<file path="src/rtl/spi_reg_pkg.sv">
// Shared constants, frame layout and FSM encoding for the SPI register bank.
package spi_reg_pkg;

  localparam int unsigned FRAME_BITS = 16;
  localparam int unsigned CNT_W      = $clog2(FRAME_BITS + 2);
  localparam int unsigned ADDR_W     = 7;
  localparam int unsigned DATA_W     = 8;

  localparam logic [ADDR_W-1:0] ADDR_EN_OUT_LO = 7'h00;
  localparam logic [ADDR_W-1:0] ADDR_EN_OUT_HI = 7'h01;
  localparam logic [ADDR_W-1:0] ADDR_EN_PWM_LO = 7'h02;
  localparam logic [ADDR_W-1:0] ADDR_EN_PWM_HI = 7'h03;
  localparam logic [ADDR_W-1:0] ADDR_DUTY      = 7'h04;

  typedef enum logic [1:0] {
    ST_IDLE   = 2'd0,
    ST_SHIFT  = 2'd1,
    ST_COMMIT = 2'd2
  } state_e;

  // One received frame, MSB first on the wire.
  typedef struct packed {
    logic              wr;
    logic [ADDR_W-1:0] addr;
    logic [DATA_W-1:0] data;
  } frame_t;

endpackage

</file>
<file path="src/rtl/spi_sync_edge.sv">
// Synchronizer chain plus a history flop; reports the synced level and its edges.
module spi_sync_edge #(
  parameter int unsigned STAGES  = 2,
  parameter logic        RST_VAL = 1'b0
) (
  input  logic clk,
  input  logic rst_n,
  input  logic async_i,
  output logic level_o,
  output logic rise_c_o,
  output logic fall_c_o
);

  logic [STAGES-1:0] sync_q;
  logic              prev_q;

  always_ff @(posedge clk) begin
    if (!rst_n) begin
      sync_q <= {STAGES{RST_VAL}};
      prev_q <= RST_VAL;
    end else begin
      sync_q <= {sync_q[STAGES-2:0], async_i};
      prev_q <= sync_q[STAGES-1];
    end
  end

  assign level_o  = sync_q[STAGES-1];
  assign rise_c_o = sync_q[STAGES-1] & ~prev_q;
  assign fall_c_o = ~sync_q[STAGES-1] & prev_q;

endmodule

</file>
<file path="src/rtl/spi_peripheral.sv">
// SPI mode-0 write-only register bank: decodes 16-bit frames into five control registers.
module spi_peripheral
  import spi_reg_pkg::*;
#(
  parameter int unsigned SYNC_STAGES = 2,
  parameter int unsigned NUM_REGS    = 5
) (
  input  logic       clk,
  input  logic       rst_n,
  input  logic       sclk,
  input  logic       copi,
  input  logic       ncs,
  output logic [7:0] en_reg_out_7_0,
  output logic [7:0] en_reg_out_15_8,
  output logic [7:0] en_reg_pwm_7_0,
  output logic [7:0] en_reg_pwm_15_8,
  output logic [7:0] pwm_duty_cycle,
  output logic       frame_done
);

  logic sclk_lvl, sclk_rise_c, sclk_fall_c;
  logic copi_lvl, copi_rise_c, copi_fall_c;
  logic ncs_lvl, ncs_rise_c, ncs_fall_c;

  spi_sync_edge #(.STAGES(SYNC_STAGES), .RST_VAL(1'b0)) u_sync_sclk (
    .clk(clk), .rst_n(rst_n), .async_i(sclk),
    .level_o(sclk_lvl), .rise_c_o(sclk_rise_c), .fall_c_o(sclk_fall_c)
  );
  spi_sync_edge #(.STAGES(SYNC_STAGES), .RST_VAL(1'b0)) u_sync_copi (
    .clk(clk), .rst_n(rst_n), .async_i(copi),
    .level_o(copi_lvl), .rise_c_o(copi_rise_c), .fall_c_o(copi_fall_c)
  );
  spi_sync_edge #(.STAGES(SYNC_STAGES), .RST_VAL(1'b1)) u_sync_ncs (
    .clk(clk), .rst_n(rst_n), .async_i(ncs),
    .level_o(ncs_lvl), .rise_c_o(ncs_rise_c), .fall_c_o(ncs_fall_c)
  );

  logic unused_c;
  assign unused_c = &{1'b0, sclk_lvl, sclk_fall_c, copi_rise_c, copi_fall_c, ncs_lvl};

  state_e state_q, state_d;
  logic   clear_c, shift_c, commit_c;

  always_ff @(posedge clk) begin
    if (!rst_n) state_q <= ST_IDLE;
    else        state_q <= state_d;
  end

  always_comb begin
    state_d = state_q;
    unique case (state_q)
      ST_IDLE:   if (ncs_fall_c) state_d = ST_SHIFT;
      ST_SHIFT:  if (ncs_rise_c) state_d = ST_COMMIT;
      ST_COMMIT: state_d = ST_IDLE;
      default:   state_d = ST_IDLE;
    endcase
  end

  // A bit whose sclk edge coincides with the ncs release is dropped.
  always_comb begin
    clear_c  = 1'b0;
    shift_c  = 1'b0;
    commit_c = 1'b0;
    case (state_q)
      ST_IDLE:   clear_c  = ncs_fall_c;
      ST_SHIFT:  shift_c  = sclk_rise_c & ~ncs_rise_c;
      ST_COMMIT: commit_c = 1'b1;
      default:   ;
    endcase
  end

  logic [FRAME_BITS-1:0] shift_q, shift_d;
  logic [CNT_W-1:0]      cnt_q, cnt_d;
  logic [DATA_W-1:0]     out_lo_q, out_hi_q, pwm_lo_q, pwm_hi_q, duty_q;
  logic [DATA_W-1:0]     out_lo_d, out_hi_d, pwm_lo_d, pwm_hi_d, duty_d;
  logic                  frame_done_q, frame_done_d;
  frame_t                frame_c;
  logic                  write_c;

  assign frame_c = frame_t'(shift_q);
  assign write_c = commit_c && (cnt_q == CNT_W'(FRAME_BITS)) && frame_c.wr &&
                   (32'(frame_c.addr) < NUM_REGS);

  // Counter saturates one past a full frame so over-length frames stay invalid.
  always_comb begin
    shift_d = shift_q;
    cnt_d   = cnt_q;
    if (clear_c) begin
      shift_d = '0;
      cnt_d   = '0;
    end else if (shift_c) begin
      shift_d = {shift_q[FRAME_BITS-2:0], copi_lvl};
      if (cnt_q != CNT_W'(FRAME_BITS + 1)) cnt_d = cnt_q + CNT_W'(1);
    end
  end

  always_comb begin
    out_lo_d     = out_lo_q;
    out_hi_d     = out_hi_q;
    pwm_lo_d     = pwm_lo_q;
    pwm_hi_d     = pwm_hi_q;
    duty_d       = duty_q;
    frame_done_d = (state_d == ST_COMMIT);
    if (write_c) begin
      case (frame_c.addr)
        ADDR_EN_OUT_LO: out_lo_d = frame_c.data;
        ADDR_EN_OUT_HI: out_hi_d = frame_c.data;
        ADDR_EN_PWM_LO: pwm_lo_d = frame_c.data;
        ADDR_EN_PWM_HI: pwm_hi_d = frame_c.data;
        ADDR_DUTY:      duty_d   = frame_c.data;
        default:        ;
      endcase
    end
  end

  always_ff @(posedge clk) begin
    if (!rst_n) begin
      shift_q      <= '0;
      cnt_q        <= '0;
      out_lo_q     <= '0;
      out_hi_q     <= '0;
      pwm_lo_q     <= '0;
      pwm_hi_q     <= '0;
      duty_q       <= '0;
      frame_done_q <= 1'b0;
    end else begin
      shift_q      <= shift_d;
      cnt_q        <= cnt_d;
      out_lo_q     <= out_lo_d;
      out_hi_q     <= out_hi_d;
      pwm_lo_q     <= pwm_lo_d;
      pwm_hi_q     <= pwm_hi_d;
      duty_q       <= duty_d;
      frame_done_q <= frame_done_d;
    end
  end

  assign en_reg_out_7_0  = out_lo_q;
  assign en_reg_out_15_8 = out_hi_q;
  assign en_reg_pwm_7_0  = pwm_lo_q;
  assign en_reg_pwm_15_8 = pwm_hi_q;
  assign pwm_duty_cycle  = duty_q;
  assign frame_done      = frame_done_q;

endmodule

</file>
<file path="config.mk">
export PLATFORM = sky130hd
export DESIGN_NAME = spi_peripheral
export DESIGN_NICKNAME = d
export VERILOG_FILES = /design/src/rtl/spi_reg_pkg.sv /design/src/rtl/spi_sync_edge.sv /design/src/rtl/spi_peripheral.sv
export SDC_FILE = /design/constraint.sdc
export NUM_CORES = 1
export LEC_CHECK = 0
export CAP_MARGIN = 30
export CORE_MARGIN = 8
export CORE_UTILIZATION = 52
export DETAILED_ROUTE_END_ITERATION = 8
export PLACE_DENSITY = 0.78
export RECOVER_POWER = 50
export SLEW_MARGIN = 30
export SYNTH_ARGS = -nofsm -noshare
export SYNTH_HDL_FRONTEND = slang
export SYNTH_HIERARCHICAL = 1
export SYNTH_SLANG_ARGS = --single-unit
</file>
<file path="constraint.sdc">
create_clock -name clk -period 1.9 [get_ports clk]
set_input_delay 0.38 -clock clk [delete_from_list [all_inputs] [get_ports clk]]
set_output_delay 0.38 -clock clk [all_outputs]
set_load 0.01 [all_outputs]
</file>
# Yosys cells after proc, flatten, opt, wreduce, memory -nomap -nowiden

Cells that the tools add are included.

Reduce and logical (&&, ||, !) cells: 12
Magnitude comparators: 1
Bitwise gates (word level): 9
Multiplexer cells: 6
Eq/ne operators: 9
Add/sub/neg operators: 1

Operators by type and width:

| cell                | number |
|---|---|
| $eq 7x2->1 const B  | 2 |
| $reduce_and 2->1    | 6 |
| $eq 7x1->1 const B  | 1 |
| $eq 7x3->1 const B  | 1 |
| $logic_not 7->1     | 1 |
| $lt 7x3->1 const B  | 1 |
| $add 5x1->5 const B | 1 |
| $eq 5x5->1 const B  | 1 |
| $ne 5x5->1 const B  | 1 |
| $not 1->1           | 5 |
| $and 1x1->1         | 4 |
| $eq 2x2->1 const B  | 2 |
| $mux 2              | 2 |
| $pmux 2 s2          | 1 |
| $logic_and 1x1->1   | 3 |
| $mux 1              | 3 |
| $eq 2x1->1 const B  | 1 |
| $logic_not 2->1     | 1 |
| $reduce_or 2->1     | 1 |

Output and inout bits: 41
Input port bits: 5
Bits in registers: 72

# Logic depth before layout (Yosys ltp)

Gate-level depths: netlist of the first run.

Word-level depth: 6
Gate-level depth with buffers: 6

# Cells and area by module

Netlist of the first run, hierarchy kept.

By module, submodules not included:

| module         | seq. area each (um2) | area an instance (um2) | instances | cells each |
|---|---|---|---|---|
| spi_peripheral | 1281.2               | 2551.2                 | 1         | 261 |
| spi_sync_edge  | 60.1                 | 91.3                   | 3         | 8 |

# Worst setup path before layout of the first run

OpenSTA, ideal clock, no wires.

Kind: flip-flop to flip-flop
Start: reg u_sync_ncs.prev_q
End: reg shift_q[10] (netlist: frame_c[10])
Stages on the path, launching flop included: 7
Arrival: 1364 ps
Buffers on the path: 2
Setup slack: 420 ps
Library setup time: 116 ps
Path through: dfxtp_1 -> nor2b_1 -> or3b_2 -> clkbuf_1 -> nand2_2 -> buf_4 -> a21oi_1

Elaborated cells on any way between the ends: 8
Classes of those cells: mux: 2; bitwise: 5; reduce/logical: 1

RTL lines:

| what                             | RTL line              | RTL |
|---|---|---|
| from (decl)                      | spi_sync_edge.sv:15   | `logic prev_q;` |
| from (signal assigned)           | spi_sync_edge.sv:23   | `prev_q <= sync_q[STAGES-1];` |
| $and 1x1->1                      | spi_sync_edge.sv:29   | `assign fall_c_o = ~sync_q[STAGES-1] & prev_q;` |
| via ncs_fall_c                   | spi_peripheral.sv:23  | `logic ncs_lvl, ncs_rise_c, ncs_fall_c;` |
| $mux 1                           | spi_peripheral.sv:64  | `case (state_q)` |
| $reduce_or 2->1 (no source line) | n/a                   |  |
| to (signal assigned)             | spi_peripheral.sv:127 | `shift_q <= shift_d;` |
| to (decl)                        | spi_peripheral.sv:72  | `logic [FRAME_BITS-1:0] shift_q, shift_d;` |

The timed path passes the listed nets, and every way through them passes these cells.
A chain may end at the register's enable or synchronous reset.

# Worst setup path after layout of the first run

Start: reg duty_q[1] (netlist: pwm_duty_cycle[1])
End: out pwm_duty_cycle[1]

RTL lines:

| what                   | RTL line              | RTL |
|---|---|---|
| from (decl)            | spi_peripheral.sv:74  | `logic [DATA_W-1:0] out_lo_q, out_hi_q, pwm_lo_q, pwm_hi_q, duty_q;` |
| from (signal assigned) | spi_peripheral.sv:133 | `duty_q <= duty_d;` |
| to (decl)              | spi_peripheral.sv:17  | `output logic [7:0] pwm_duty_cycle,` |

No word-level cell between the ends.

==> results of run 1 <==
-- state kept, by name (all words and copies together) (netlist names), 5 cells and up --
register,count
pwm_duty_cycle,8
cnt_q,5
en_reg_pwm_15_8,8
en_reg_pwm_7_0,8
en_reg_out_7_0,8
frame_c,16
en_reg_out_15_8,8
-- worst min path at each step --
stage | start | depth (start not counted) | to | slack, ns
after global placement | u_sync_ncs/sync_q[0] | 1 | u_sync_ncs/sync_q[1] | 0.39
final | u_sync_ncs/sync_q[0] | 1 | u_sync_ncs/sync_q[1] | 0.41
after floorplan | u_sync_ncs/sync_q[0] | 1 | u_sync_ncs/sync_q[1] | 0.39
after detailed placement | u_sync_ncs/sync_q[0] | 1 | u_sync_ncs/sync_q[1] | 0.40
after global routing | u_sync_ncs/sync_q[0] | 1 | u_sync_ncs/sync_q[1] | 0.42
after CTS | u_sync_ncs/sync_q[0] | 1 | u_sync_ncs/sync_q[1] | 0.41
-- final cells by class --
cell class                 count  area, µm²  area share [%]
sequential                    72       1440            41.6
multi-input combinational    192       1220            35.1
timing repair buffer          55        520            15.0
clock buffer                  11        141            4.08
tap                           70       87.6            2.53
clock inverter                 4       45.0            1.30
inverter                       3       11.3           0.325
-- metrics by stage --
step | instances | hold WS, ns
2_1_floorplan | 280 | 0.386
3_3_place_gp | 392 | 0.388
3_5_place_dp | 392 | 0.398
4_1_cts | 407 | 0.414
5_1_grt | 407 | 0.421
6_report | 407 | 0.412
-- power breakdown --
group	switching (µW)	internal, µW
sequential	3.89	1520
clock	517	629
combinational	37.6	19.6
-- routing by layer --
metal,track usage (%),vias to the layer above
met2,24.8,43
li1,-,1057
met4,8.01,0
met5,0,-
met1,19.9,984
met3,3.68,10
-- worst register-to-register path, delay by kind of cell, from the launching register on --
family,cells,cell delay [ns]
buffers and inverters,2,0.33
and+or+nand+nor,2,0.46
DFF,1,0.40
muxes,1,0.20
adders and majority gates,1,0.19
==> flow_summary.json, run 1 <==
{
  "status": "finished, final reports clean",
  "slowest_delay_ns": 0.61,
  "wl_met3_um": 273,
  "n_antenna_cell": 0,
  "hold_class": "reg -> reg",
  "setup_tns_ns": 0,
  "port_buffers": 45,
  "reg2reg_slack_ns": 0.25,
  "final_cell_mix": "nand2_1 (81), dfxtp_1 (72), mux2i_1 (42)",
  "cts_setup_buffers": 0,
  "fp-row-count": 26,
  "min_period_over_period_pct": 87.5,
  "clock_sinks": 72,
  "worstPathRequired_ns": 1.52,
  "grt_pass1_wl_um": 9770,
  "routed_via_density": 5.14,
  "syn_avg_cell_area_um2": 9.93,
  "worst-slew-pin-transition_ns": 0.534,
  "critical_path_arrival_ns": 1.28,
  "die_h_um": 89.1,
  "p_per_area_mw_per_mm2": 786,
  "dp_hpwl_um": 4240,
  "power.leakage_uw": 0.00157,
  "gr-usage-all-layers_pct": 15.9,
  "endpoint": "pwm_duty_cycle[1]",
  "boundaryPins": 46,
  "grt_max_degree": 31,
  "stdcell_area_mm2": 0.00346,
  "maxSlewHeadroom_pct": 64.4,
  "rsz0062_at_grt": "false",
  "grt-ovfl-total": 0,
  "fillerInstances": 455,
  "die_area_mm2": 0.00794,
  "critPathTopFamily": "buffers and inverters",
  "hold_viol_final": 0,
  "wl_met1_um": 2730,
  "coreArea_mm2": 0.00514,
  "drtAntennaViolNets": 0,
  "post-route-worst-setup-slack_ns": 0.237,
  "crit_type": "reg -> out",
  "cts-root-buf": "clkbuf_8",
  "final_util_pct": 67.4,
  "first_pass_iters": 4,
  "crit_chain": "dlygate4sd3_1",
  "synth_area_mm2": 0.00278,
  "drc": 0,
  "report.final.setup_viol": 0,
  "clk_pin_slew_ns": 0.07,
  "worstReg2RegEnd": "en_reg_out_7_0[4]",
  "cts_resized": 0,
  "routabilityCongestion": 0.814,
  "clock.fmax_mhz": 601,
  "cts_tree": "done",
  "place_ws_ns": 0.316,
  "critPathBufInv": 1,
  "end_kind": "output pin",
  "cp-startpoint": "pwm_duty_cycle[1]",
  "antenna_found_initial": 0,
  "yosys_warnings": 6,
  "routed.top_layer": "met4",
  "die_w_um": 89.1,
  "synth_nets": 288,
  "final_common_cell": "nand2_1",
  "wl_met2_um": 2690,
  "insertion_delay_ns": 0.33,
  "totalWireLength_um": 5800,
  "drtIter0Drc": 140,
  "numCtsBuffers": 9,
  "skew_ns": 0.00791,
  "cap_violations": 0,
  "routedWlPerCell_um": 14.2,
  "crit_cells": 1,
  "startpoint_type": "flip-flop",
  "nNetsFinal": 341,
  "ir_drop_v": 0.000513,
  "start_util_pct": 54.1,
  "crit_fanout": 2,
  "vias": 2094,
  "drive_above_1_share_pct": 9.50,
  "hold_buffers": 0,
  "rr_startpoint": "cnt_q[0]",
  "cp_slowest_cell": "dlygate4sd3_1",
  "cts_buffer_depth": 2,
  "min_period_ns": 1.66,
  "slew_violations": 0,
  "grt_pass1_vias": 2066,
  "post_dp_cell_area_mm2": 0.00330,
  "reg2reg_depth": 6,
  "syn2layout_area_growth_pct": 24.6,
  "htreeDepth": 3,
  "power.total_uw": 2720,
  "netlist_instances": 280
}
(Power assumes the default switching activity.)
==> inputs of run 2 (changes only) <==
- GPL_ROUTABILITY_DRIVEN: unset -> 0
==> results of run 2 <==
Same layout as run 1: the final DEF is identical, and so are final timing and power.
==> inputs of run 3 (changes only) <==
- GPL_TIMING_DRIVEN: unset -> 1
==> results of run 3 <==
Same layout as run 1: the final DEF is identical, and so are final timing and power.
